`config.mk`:
```
export PLATFORM = sky130hd
export DESIGN_NAME = sha_byte_feeder
export DESIGN_NICKNAME = d
export VERILOG_FILES = /design/src/rtl/sha_byte_feeder.sv
export SDC_FILE = /design/constraint.sdc
export NUM_CORES = 1
export LEC_CHECK = 0
export ABC_AREA = 1
export CELL_PAD_IN_SITES_DETAIL_PLACEMENT = 1
export CELL_PAD_IN_SITES_GLOBAL_PLACEMENT = 1
export CORE_MARGIN = 3
export CORE_UTILIZATION = 30
export CTS_CLUSTER_DIAMETER = 50
export DETAILED_ROUTE_END_ITERATION = 8
export GPL_TIMING_DRIVEN = 0
export PLACE_DENSITY_LB_ADDON = 0.1
export SLEW_MARGIN = 20
export SYNTH_ARGS = -nofsm -noshare
export SYNTH_HDL_FRONTEND = slang
export SYNTH_SLANG_ARGS = --single-unit
```
`constraint.sdc`:
```
create_clock -name clk -period 1.7 [get_ports clk]
set_input_delay 0.255 -clock clk [delete_from_list [all_inputs] [get_ports clk]]
set_output_delay 0.255 -clock clk [all_outputs]
set_load 0.05 [all_outputs]
```
`src/rtl/sha_byte_feeder.sv`:
```
// Serialises 32-bit upstream words MSB-first onto the SHA core byte stream; first byte one cycle after accept.
// tready low holds the current byte; i_ready only rises when the buffer frees, with optional idle gap after each message.
module sha_byte_feeder #(
  parameter int GAP      = 0,
  parameter int ID_WIDTH = 32
) (
  input  logic                clk,
  input  logic                rstn,
  input  logic                i_valid,
  output logic                i_ready,
  input  logic                i_last,
  input  logic [ID_WIDTH-1:0] i_id,
  input  logic [31:0]         i_data,
  input  logic [1:0]          i_nbytes,
  output logic                tvalid,
  input  logic                tready,
  output logic                tlast,
  output logic [ID_WIDTH-1:0] tid,
  output logic [7:0]          tdata,
  output logic                busy
);

  typedef enum logic [1:0] {S_IDLE, S_SEND, S_GAP} state_e;

  localparam logic       HAS_GAP = (GAP > 0);
  localparam logic [7:0] GAP_CNT = 8'(GAP);

  state_e                state_q, state_d;
  logic [31:0]           word_q, word_d;
  logic [1:0]            nbytes_q, nbytes_d;
  logic                  wlast_q, wlast_d;
  logic [ID_WIDTH-1:0]   id_q, id_d;
  logic [1:0]            idx_q, idx_d;
  logic [7:0]            gap_cnt_q, gap_cnt_d;
  logic                  first_q, first_d;
  logic                  busy_q, busy_d;

  logic                  send;
  logic                  end_word;
  logic                  hs;
  logic                  load;
  logic                  first_eff;
  logic [7:0]            byte_sel;

  assign send     = (state_q == S_SEND);
  assign end_word = (idx_q == nbytes_q);
  assign hs       = send & tready;

  // Buffer frees on the final-byte handshake unless a gap must follow the message.
  assign i_ready = rstn & ((state_q == S_IDLE) |
                           (send & tready & end_word & ~(wlast_q & HAS_GAP)));

  always_comb begin
    byte_sel = 8'h00;
    case (idx_q)
      2'd0: byte_sel = word_q[31:24];
      2'd1: byte_sel = word_q[23:16];
      2'd2: byte_sel = word_q[15:8];
      2'd3: byte_sel = word_q[7:0];
      default: byte_sel = 8'h00;
    endcase
  end

  assign tvalid = send;
  assign tdata  = send ? byte_sel : 8'h00;
  assign tlast  = send & wlast_q & end_word;
  assign tid    = send ? id_q : '0;
  assign busy   = busy_q;

  always_comb begin
    state_d   = state_q;
    word_d    = word_q;
    nbytes_d  = nbytes_q;
    wlast_d   = wlast_q;
    id_d      = id_q;
    idx_d     = idx_q;
    gap_cnt_d = gap_cnt_q;
    first_d   = first_q;
    load      = 1'b0;
    first_eff = first_q;

    case (state_q)
      S_IDLE: begin
        load = i_valid;
      end
      S_SEND: begin
        if (hs) begin
          if (!end_word) begin
            idx_d = idx_q + 2'd1;
          end else if (wlast_q && HAS_GAP) begin
            state_d   = S_GAP;
            gap_cnt_d = GAP_CNT;
            first_d   = 1'b1;
          end else begin
            // A word following the last byte opens a new message and takes a fresh id.
            if (wlast_q) first_eff = 1'b1;
            first_d = first_eff;
            if (i_valid) load = 1'b1;
            else         state_d = S_IDLE;
          end
        end
      end
      S_GAP: begin
        gap_cnt_d = gap_cnt_q - 8'd1;
        if (gap_cnt_q == 8'd1) state_d = S_IDLE;
      end
      default: state_d = S_IDLE;
    endcase

    if (load) begin
      state_d  = S_SEND;
      word_d   = i_data;
      nbytes_d = i_nbytes;
      wlast_d  = i_last;
      idx_d    = 2'd0;
      first_d  = 1'b0;
      if (first_eff) id_d = i_id;
    end

    busy_d = (state_d != S_IDLE) | ~first_d;
  end

  always_ff @(posedge clk or negedge rstn) begin
    if (!rstn) begin
      state_q   <= S_IDLE;
      word_q    <= '0;
      nbytes_q  <= '0;
      wlast_q   <= 1'b0;
      id_q      <= '0;
      idx_q     <= '0;
      gap_cnt_q <= '0;
      first_q   <= 1'b1;
      busy_q    <= 1'b0;
    end else begin
      state_q   <= state_d;
      word_q    <= word_d;
      nbytes_q  <= nbytes_d;
      wlast_q   <= wlast_d;
      id_q      <= id_d;
      idx_q     <= idx_d;
      gap_cnt_q <= gap_cnt_d;
      first_q   <= first_d;
      busy_q    <= busy_d;
    end
  end

endmodule

```
# --- Yosys cells after proc, flatten, opt, wreduce, memory -nomap -nowiden ---
# Cells that the tools add are included.
totals:
  ff_bits: 81
  latchBits: 0
  ram_bits: 0
  mem_bits_ro: 0
  out_inout_bits: 44
  memories: 0
op_classes:
  add_sub_neg: 2
  mul: 0
  div_mod_pow: 0
  n_lt_le_gt_ge: 0
  n_eq_ne: 8
  shift: 0
  n_mux: 22
  bitwise_logic: 8
  reduce_logical: 7
op_table:
  columns: ["operator", "count"]
  rows:
  - ["32-bit two-way mux", 1]
  - ["8-bit case mux with 4 select lines", 1]
  - ["2-bit two-way mux", 9]
  - ["8-bit by 1-bit == test with 1-bit output, second input constant", 1]
  - ["1-bit two-way mux", 8]
  - ["8-bit two-way mux", 1]
  - ["8-bit by 1-bit subtractor with 8-bit output, second input constant", 1]
  - ["2-bit == test, second input constant", 3]
  - ["2-bit case mux with 3 select lines", 1]
  - ["2-bit nonzero test", 3]
  - ["1-bit bitwise AND", 5]
  - ["2-bit by 1-bit == test with 1-bit output, second input constant", 2]
  - ["2-bit logical NOT", 2]
  - ["3-bit AND reduction", 1]
  - ["2-bit by 1-bit adder with 2-bit output, second input constant", 1]
  - ["2-bit == test", 1]
  - ["2-bit by 1-bit inequality test with 1-bit output, second input constant", 1]
  - ["1-bit OR", 2]
  - ["1-bit case mux with 2 select lines", 1]
  - ["2-bit AND reduction", 1]
  - ["1-bit NOT", 1]

# --- Logic depth before layout (Yosys ltp) ---
# Gate-level depths: netlist of the first run.
logic_depth:
  word_depth: 7
  mapped_depth: 10
  ltp_nobuf: 9

# --- Worst setup path after synthesis of the first run ---
# No wires, ideal clock.
synth_path:
  path_kind: "register to output"
  startpoint: "register idx_q[1]"
  endpoint: "output port i_ready"
  arrival_time_ns: 1.935
  t_required_ns: 1.445
  slack_ns: -0.490
  stages_incl_launch_ff: 7
  n_path_buf: 0
  path_cell_list: "dfrtp_1 > inv_1 > nand2_1 > nand2_1 > nor2_1 > nand2_1 > a21boi_0"
synth_between:
  elab_chain_len: 4
synth_rtl:
  columns: ["element", "line_no", "source"]
  rows:
  - ["start, declared", "33", "logic [1:0] idx_q, idx_d;"]
  - ["start signal, assigned", "140", "idx_q <= idx_d;"]
  - ["2-bit == test", "46", "assign end_word = (idx_q == nbytes_q);"]
  - ["1-bit bitwise AND", "51", "(send & tready & end_word & ~(wlast_q & HAS_GAP)));"]
  - ["1-bit OR", "50", "assign i_ready = rstn & ((state_q == S_IDLE) |"]
  - ["1-bit bitwise AND", "50", null]
  - ["end, declared", "10", "output logic i_ready,"]
# No other way between the ends.

# --- Final worst setup path of the first run ---
layout_path:
  startpoint: "register idx_q[0]"
  endpoint: "output port tdata[4]"
layout_between:
  elab_chain_len: 3
  word_cells_on_any_way: 6
layout_rtl:
  columns: ["element", "line_no", "source"]
  rows:
  - ["2-bit == test, or another cell as far along", "55", "case (idx_q)"]
  - ["8-bit case mux with 4 select lines *", "55", null]
  - ["8-bit two-way mux *", "65", "assign tdata = send ? byte_sel : 8'h00;"]
  - ["end, declared", "19", "output logic [7:0] tdata,"]
# Every way passes the cells marked *; elsewhere a longest branch is shown, timed or not.

==> results.tsv, run 1 <==
stage	metric	value	unit
detailed_routing	DRC errors left	0	
clock_tree	CTS Buf Count	9	
clock_tree	CTS sink cnt	81	
pwr	Leak Pwr	0.003047	uW
clock_tree	CTS tree	built	
grt	vias in the first global route	3948	
cells_and_area	Area Growth Syn to Fin	64.96	%
cells_and_area	Multi-input gate area	2003	um^2
clock_tree	Max H-tree Level	3	
clock_tree	clock root cell	clkbuf_16	
grt	initial antenna violation count	0	
timing	setup TNS	-4275	ps
die	Starting Density	31.41	%
detailed_routing	Routed Wire Length	13080	um
die	core area	12310	um^2
timing	Max Slew Vio Count	0	
grt	GR Overflow Total	0	
grt	GRT Total Usage	17.64	%
detailed_routing	post-route ant nets	0	
timing	worst setup margin	-268.9	ps
detailed_routing	drt pass-1 iters	4	
timing	count of final setup violators	40	
status	failing checks	hold timing, setup timing	
status	status	finished, violations left	
timing	hold_ws	-98.20	ps
die	Die ar.	14290	um^2
detailed_routing	vias post-DR	3798	
timing	worst slew pin tran	565.5	ps
yosys	Synth cell types	23	
flow_run	Max-Cap Viols	0	
critical_path	worst-path fanout max	8	
yosys	Avg Cell Area, Syn	7.797	um^2
detailed_routing	Iteration-0 DRC Markers	211	
placement	GPL Wtd Cong	0.7631	
critical_path	Req. time, crit path	1440	ps
cells_and_area	layout cell share with drive strength beyond 1	27.51	%
yosys	Post-Syn Nets	573	
die	# rows	40	
cells_and_area	nets	719	
pwr	Worst IR Drop VDD	907.8	uV
die	chip height	119.5	um
die	Die Wd	119.5	um
pwr	Pwr Density	2115	nW/um^2
critical_path	Setup CP Type	reg2out	
yosys	Post-Syn Area	3867	um^2
yosys	Seq/Total Area, Yosys	52.44	%
cells_and_area	Inserted Diodes	0	
grt	first-pass GRT wire length	20200	um
timing	Final Hold Fails	40	
timing	fmax	0.5079	GHz
cells_and_area	flip-flop and latch area	2031	um^2
timing	Worst Skew	5.869	ps
grt	largest net degree at the start of global routing	43	
timing	fin crit share	115.8	%
cells_and_area	Util after Layout	51.82	%
die	Ports	115	
detailed_routing	vias per cell	4.660	
clock_tree	worst skew pair latency	340	ps
placement	port bufs	114	
clock_tree	CTS max path bufs	2	
hold_path	HP Class	in2async	
clock_tree	CTS clock-pin slew for the worst setup and hold paths	60	ps
critical_path	Crit. End Element	output port	
timing	relative slew slack	62.30	%
critical_path	Setup crit start kind	flop	
critical_path	critical path arrival	1710	ps
cells_and_area	FILL cells	1425	
yosys	Post-Syn Instances	496	
placement	DP HPWL	8603	um
timing	RSZ-0062 raised after global routing	yes	
timing	post-route minimum period	1969	ps
yosys	register bit total from synthesis	81	
detailed_routing	average wire per standard cell	16.05	um
yosys	Synth warnings	0	
-- final timing paths --
kind                       cells past startpoint          to       start  slack, ps
max                                            7    tdata[4]    idx_q[0]       -270
min                                            1    id_q[26]        rstn       -100
max reg2reg                                   12     id_q[4]    idx_q[1]        -80
min reg2reg                                    2     id_q[9]     id_q[9]        470
max in group asynchronous                      2  state_q[0]        rstn       1170
min in group clk                               3  word_q[13]  i_data[13]        450
-- Yosys cell counts, drive strengths merged --
cell / instances / area (um^2)
nand3: 70 / 350.3
xnor2: 3 / 26.28
xor2: 3 / 26.28
nand2: 173 / 656.9
inv: 51 / 191.4
dfrtp: 80 / 2002
buf: 16 / 76.32
ha: 6 / 75.07
a31oi: 8 / 50.05
clkinv: 1 / 3.750
nand4: 4 / 40.04
clkbuf: 10 / 37.54
o21ai: 11 / 55.05
dfstp: 1 / 26.28
a21boi: 1 / 7.510
nor2: 44 / 172.7
a21oi: 10 / 50.05
nor3: 4 / 20.02
-- layout make-up --
class / instances / share of cell area, %
Tap cell: 168 / 3.295
Timing Repair Buffer: 141 / 22.42
Inverter: 52 / 3.667
Clock inverter: 3 / 0.2353
Multi-Input combinational cell: 337 / 31.40
Clock buffer: 13 / 4.079
Buffer: 20 / 3.079
Sequential cell: 81 / 31.83
-- flip-flops by register name, summed over array words and instances, names as in the netlist --
name and cells:
id_q 32, word_q 32, gap_cnt_q 8, idx_q 2
nbytes_q 2, state_q 2, busy 1, first_q 1
wlast_q 1
-- critical path, stage by stage, from the launching register on --
cell       delay (ps)
dfrtp_1           420
inv_2             140
ha_4              170
clkbuf_16         170
clkinv_16          80
o21ai_4           180
a31oi_4            50
buf_6             170
-- power breakdown --
part / leakage, uW / internal (uW) / total [uW] / switching [uW]
Combinational: 0.00189 / 3180 / 8410 / 5230
Clock: 0.000139 / 1060 / 1850 / 782
Sequential: 0.00102 / 2720 / 3240 / 523
Total: 0.00305 / 6960 / 13500 / 6530
-- placed cells by master, fill, tap and decap left out, types with 2 or more instances in the layout --
| master | synthesis | final |
|---|---|---|
| xnor2_1 | 3 | 3 |
| clkbuf_4 | 0 | 5 |
| clkbuf_1 | 10 | 5 |
| nand3_1 | 70 | 68 |
| dfrtp_2 | 0 | 2 |
| o21ai_0 | 11 | 3 |
| buf_6 | 0 | 40 |
| buf_4 | 0 | 29 |
| inv_2 | 1 | 2 |
| nor3_1 | 4 | 2 |
| inv_4 | 0 | 2 |
| buf_8 | 0 | 5 |
| nor2_2 | 0 | 21 |
| nand2_2 | 3 | 5 |
| inv_1 | 50 | 46 |
| clkbuf_16 | 0 | 12 |
| a21oi_1 | 10 | 4 |
| nor2_4 | 1 | 3 |
| xor2_1 | 3 | 3 |
| nor2_1 | 43 | 20 |
| nand2_1 | 170 | 162 |
| ha_1 | 6 | 2 |
| nand2_8 | 0 | 4 |
| nand4_1 | 3 | 3 |
| ha_4 | 0 | 4 |
| a21oi_2 | 0 | 6 |
| o21ai_4 | 0 | 8 |
| nand2_4 | 0 | 2 |
| clkdlybuf4s50_1 | 0 | 69 |
| clkbuf_8 | 0 | 2 |
| dfrtp_1 | 80 | 78 |
| buf_12 | 0 | 2 |
| buf_2 | 13 | 3 |
| a31oi_4 | 0 | 8 |
| clkinv_2 | 0 | 3 |
-- stage by stage --
stage | worst slack [ps] | hold slack, ps | cell area (um^2) | instances | total power [uW]
6_report | -268.9 | -98.20 | 6380 | 815 | 13500
5_1_grt | -334.5 | -55.62 | 6380 | 815 | 14340
4_1_cts | -251.4 | -76.79 | 6005 | 804 | 12750
3_5_place_dp | -966.9 | 284.0 | 5364 | 779 | 9899
3_3_place_gp | -3361 | 453.4 | 5346 | 778 | 9785
2_1_floorplan | -106.9 | -40.59 | 3995 | 496 | 7717
-- metal layers --
layer	share of wire (%)	GRT usage (%)	wire length [um]	vias to the layer above
met5	0	0	0	-
met4	2.2	5.583	294	0
met3	4.7	3.959	616	22
met2	49	29.41	6459	96
met1	44	22.87	5710	1835
li1	-	-	-	1845
-- cells by family (layout without fill, tap and decap cells) --
logic type | count (synthesis) | in the layout | synth area share, %
adders and majority gates | 6 | 6 | 1.941
DFF | 81 | 81 | 52.44
xor gates and xnor gates | 6 | 6 | 1.359
buffers and inverters | 78 | 229 | 7.991
and+or+nand+nor | 295 | 295 | 32.06
AOI/OAI and AO/OA | 30 | 30 | 4.206
-- timing repair --
action	in CTS	in global routing
pin swaps	13	9
endpoints found under the hold margin	40	40
endpoints found under the setup margin	115	116
buffers inserted	13	10
gates cloned	1	2
gates resized for setup	354	83
Note: power is estimated with default switching activity, not from simulation.
==> inputs of run 2 (changes only) <==
--- a/config.mk
+++ b/config.mk
@@ -8,11 +8,9 @@
 export ABC_AREA = 1
 export CELL_PAD_IN_SITES_DETAIL_PLACEMENT = 1
 export CELL_PAD_IN_SITES_GLOBAL_PLACEMENT = 1
-export CORE_MARGIN = 3
 export CORE_UTILIZATION = 30
 export CTS_CLUSTER_DIAMETER = 50
 export DETAILED_ROUTE_END_ITERATION = 8
-export GPL_TIMING_DRIVEN = 0
 export PLACE_DENSITY_LB_ADDON = 0.1
 export SLEW_MARGIN = 20
 export SYNTH_ARGS = -nofsm -noshare
==> constraint.sdc (replaced) <==
create_clock -name clk -period 2 [get_ports clk]
set_input_delay 0.3 -clock clk [delete_from_list [all_inputs] [get_ports clk]]
set_output_delay 0.3 -clock clk [all_outputs]
set_load 0.05 [all_outputs]
==> results.tsv, run 2 (synthesized netlist as in run 1, its figures left out) <==
stage	metric	value	unit	change
clock_tree	hold_buf cts	0		
cells_and_area	most frequent cells in the layout	170 x nand2_1, 79 x dfrtp_1, 70 x nand3_1, 70 x clkdlybuf4s50_1, 47 x inv_1		
clock_tree	CTS tree	built		
clock_tree	CTS Buf Count	9		unchanged
placement	dpl ws	169.3	ps	+1136 ps
timing	fin crit share	100.1	%	
timing	count of final setup violators	1		-98%
die	Die Wd	115.5	um	-3.3%
detailed_routing	Routed Wire Length	11640	um	-11%
detailed_routing	average wire per standard cell	14.81	um	-7.7%
clock_tree	worst skew pair latency	340	ps	about the same
detailed_routing	Iteration-0 DRC Markers	181		-14%
timing	Max Slew Vio Count	0		unchanged
die	core area	12620	um^2	+2.5%
clock_tree	clock root cell	clkbuf_16		
critical_path	Setup crit start kind	flop		
placement	Placed Cells	767		-1.5%
critical_path	Crit path largest cell delay	470	ps	+50 ps
die	Die ar.	13350	um^2	-6.6%
clock_tree	Max H-tree Level	3		unchanged
grt	first-pass GRT wire length	19130	um	-5.3%
hold_path	HP Class	in2async		
pwr	Worst IR Drop VDD	1345	uV	+48%
cells_and_area	layout cell share with drive strength beyond 1	16.78	%	-11 points
critical_path	worst-path fanout max	8		unchanged
critical_path	number of cells on the worst reg-to-reg path	9		-3
critical_path	critical path cell sequence	inv_4, ha_4, inv_4, o21ai_0, a31oi_4, buf_6		
timing	hold_ws	11.48	ps	+109.7 ps
cells_and_area	Inserted Diodes	0		unchanged
timing	Worst Skew	7.985	ps	+2.116 ps
clock_tree	CTS max path bufs	2		unchanged
critical_path	critical path arrival	1700	ps	about the same
critical_path	CP max stage cell	dfrtp_2		
pwr	Pwr Density	1818	nW/um^2	-14%
critical_path	Crit. End Element	output port		
die	Starting Density	30.65	%	-0.77 points
timing	post-route minimum period	2001	ps	
timing	fmax	0.4997	GHz	
critical_path	r2r startpoint	state_q[1]		
placement	GPL Wtd Cong	0.7897		+3.5%
detailed_routing	DRC errors left	0		unchanged
detailed_routing	vias post-DR	3600		-5.2%
flow_run	Max-Cap Viols	0		unchanged
detailed_routing	post-route ant nets	0		unchanged
cells_and_area	post-route cell area	6062	um^2	-5.0%
critical_path	Req. time, crit path	1700	ps	+260 ps
status	failing checks	setup timing		
placement	area post-placement	5613	um^2	+4.6%
detailed_routing	vias per cell	4.580		-1.7%
critical_path	critical path's most frequent cell	inv_4		
die	# rows	41		+2.5%
cells_and_area	final cell count without fillers	786		-3.6%
die	chip height	115.5	um	-3.3%
grt	GRT Total Usage	18.65	%	+1.0 points
pwr	Final Power	11020	uW	-18%
cells_and_area	Area Growth Syn to Fin	56.75	%	
timing	Final Hold Fails	0		-100%
grt	vias in the first global route	3848		-2.5%
clock_tree	CTS clock-pin slew for the worst setup and hold paths	60	ps	about the same
grt	GR Overflow Total	0		unchanged
detailed_routing	drt pass-1 iters	5		+1
cells_and_area	most common cell after layout, fill and taps aside	nand2_1		
timing	worst setup margin	-1.267	ps	+267.6 ps
placement	DP HPWL	8008	um	-6.9%
placement	port bufs	114		unchanged
clock_tree	CTS sink cnt	81		unchanged
cells_and_area	nets	686		-4.6%
critical_path	worst setup path start	idx_q[1]		
grt	initial antenna violation count	0		unchanged
critical_path	flop2flop setup slack	420	ps	+500 ps
pwr	Leak Pwr	0.002914	uW	-4.4%
die	Ports	115		unchanged
critical_path	Setup CP Type	reg2out		
status	status	finished, violations left		
cells_and_area	largest registers	id_q x32, word_q x32, gap_cnt_q x8		
critical_path	Reg-to-Reg End	id_q[7]		
timing	RSZ-0062 raised after global routing	yes		
grt	largest net degree at the start of global routing	82		+91%
timing	relative slew slack	63.09	%	+0.79 points
timing	worst slew pin tran	551.9	ps	-13.61 ps
run 2: critical path: cells and delay by family (launching register included):
family / cells / cell delay (ps)
AO/OA/AOI/OAI: 2 / 380
adder cells (fa/ha/maj): 1 / 170
flip-flops: 1 / 470
buffers and inverters: 3 / 350
run 2: area by class of cell:
cell class / count / area, um^2
Fill cell: 1492 / 6558
Sequential cell: 81 / 2029
Multi-Input combinational cell: 337 / 1675
Timing Repair Buffer: 128 / 1649
Clock buffer: 13 / 250.2
Tap cell: 172 / 215.2
Inverter: 52 / 202.7
Clock inverter: 3 / 40.04
run 2: worst max-delay path by stage:
stage | to | slack [ps] | cells past startpoint
floorplan | tdata[0] | 60 | 6
global placement | i_ready | 210 | 6
detailed placement | tdata[1] | 170 | 6
CTS | tdata[0] | -2 | 5
global route | tdata[5] | -40 | 6
finish | tdata[5] | -1 | 6
run 2: stage by stage:
step	setup TNS, ps	utilization, %
3_5_place_dp	0	44.48
2_1_floorplan	0	-
3_3_place_gp	0	44.48
4_1_cts	-2.040	47.23
5_1_grt	-124.4	48.04
6_report	-1.267	48.04
run 2: routing by layer:
layer | share of wire, % | global-route usage, % | up-vias
met4 | 1.9 | 8.312 | 0
met3 | 3.7 | 2.406 | 14
met2 | 48 | 31.66 | 84
li1 | - | - | 1775
met1 | 46 | 23.76 | 1727
met5 | 0 | 0 | -
run 2: report_power, final:
part	leakage (uW)	internal [uW]	switching, uW
clock network	0.000144	999	645
registers	0.00102	2310	401
logic	0.00175	2700	3970
run 2: what timing repair did:
| item | in CTS | in global routing |
|---|---|---|
| pin swaps | 0 | 2 |
| gates resized for setup | 16 | 23 |
| endpoints found under the setup margin | 10 | 39 |
| setup buffers | 3 | 0 |
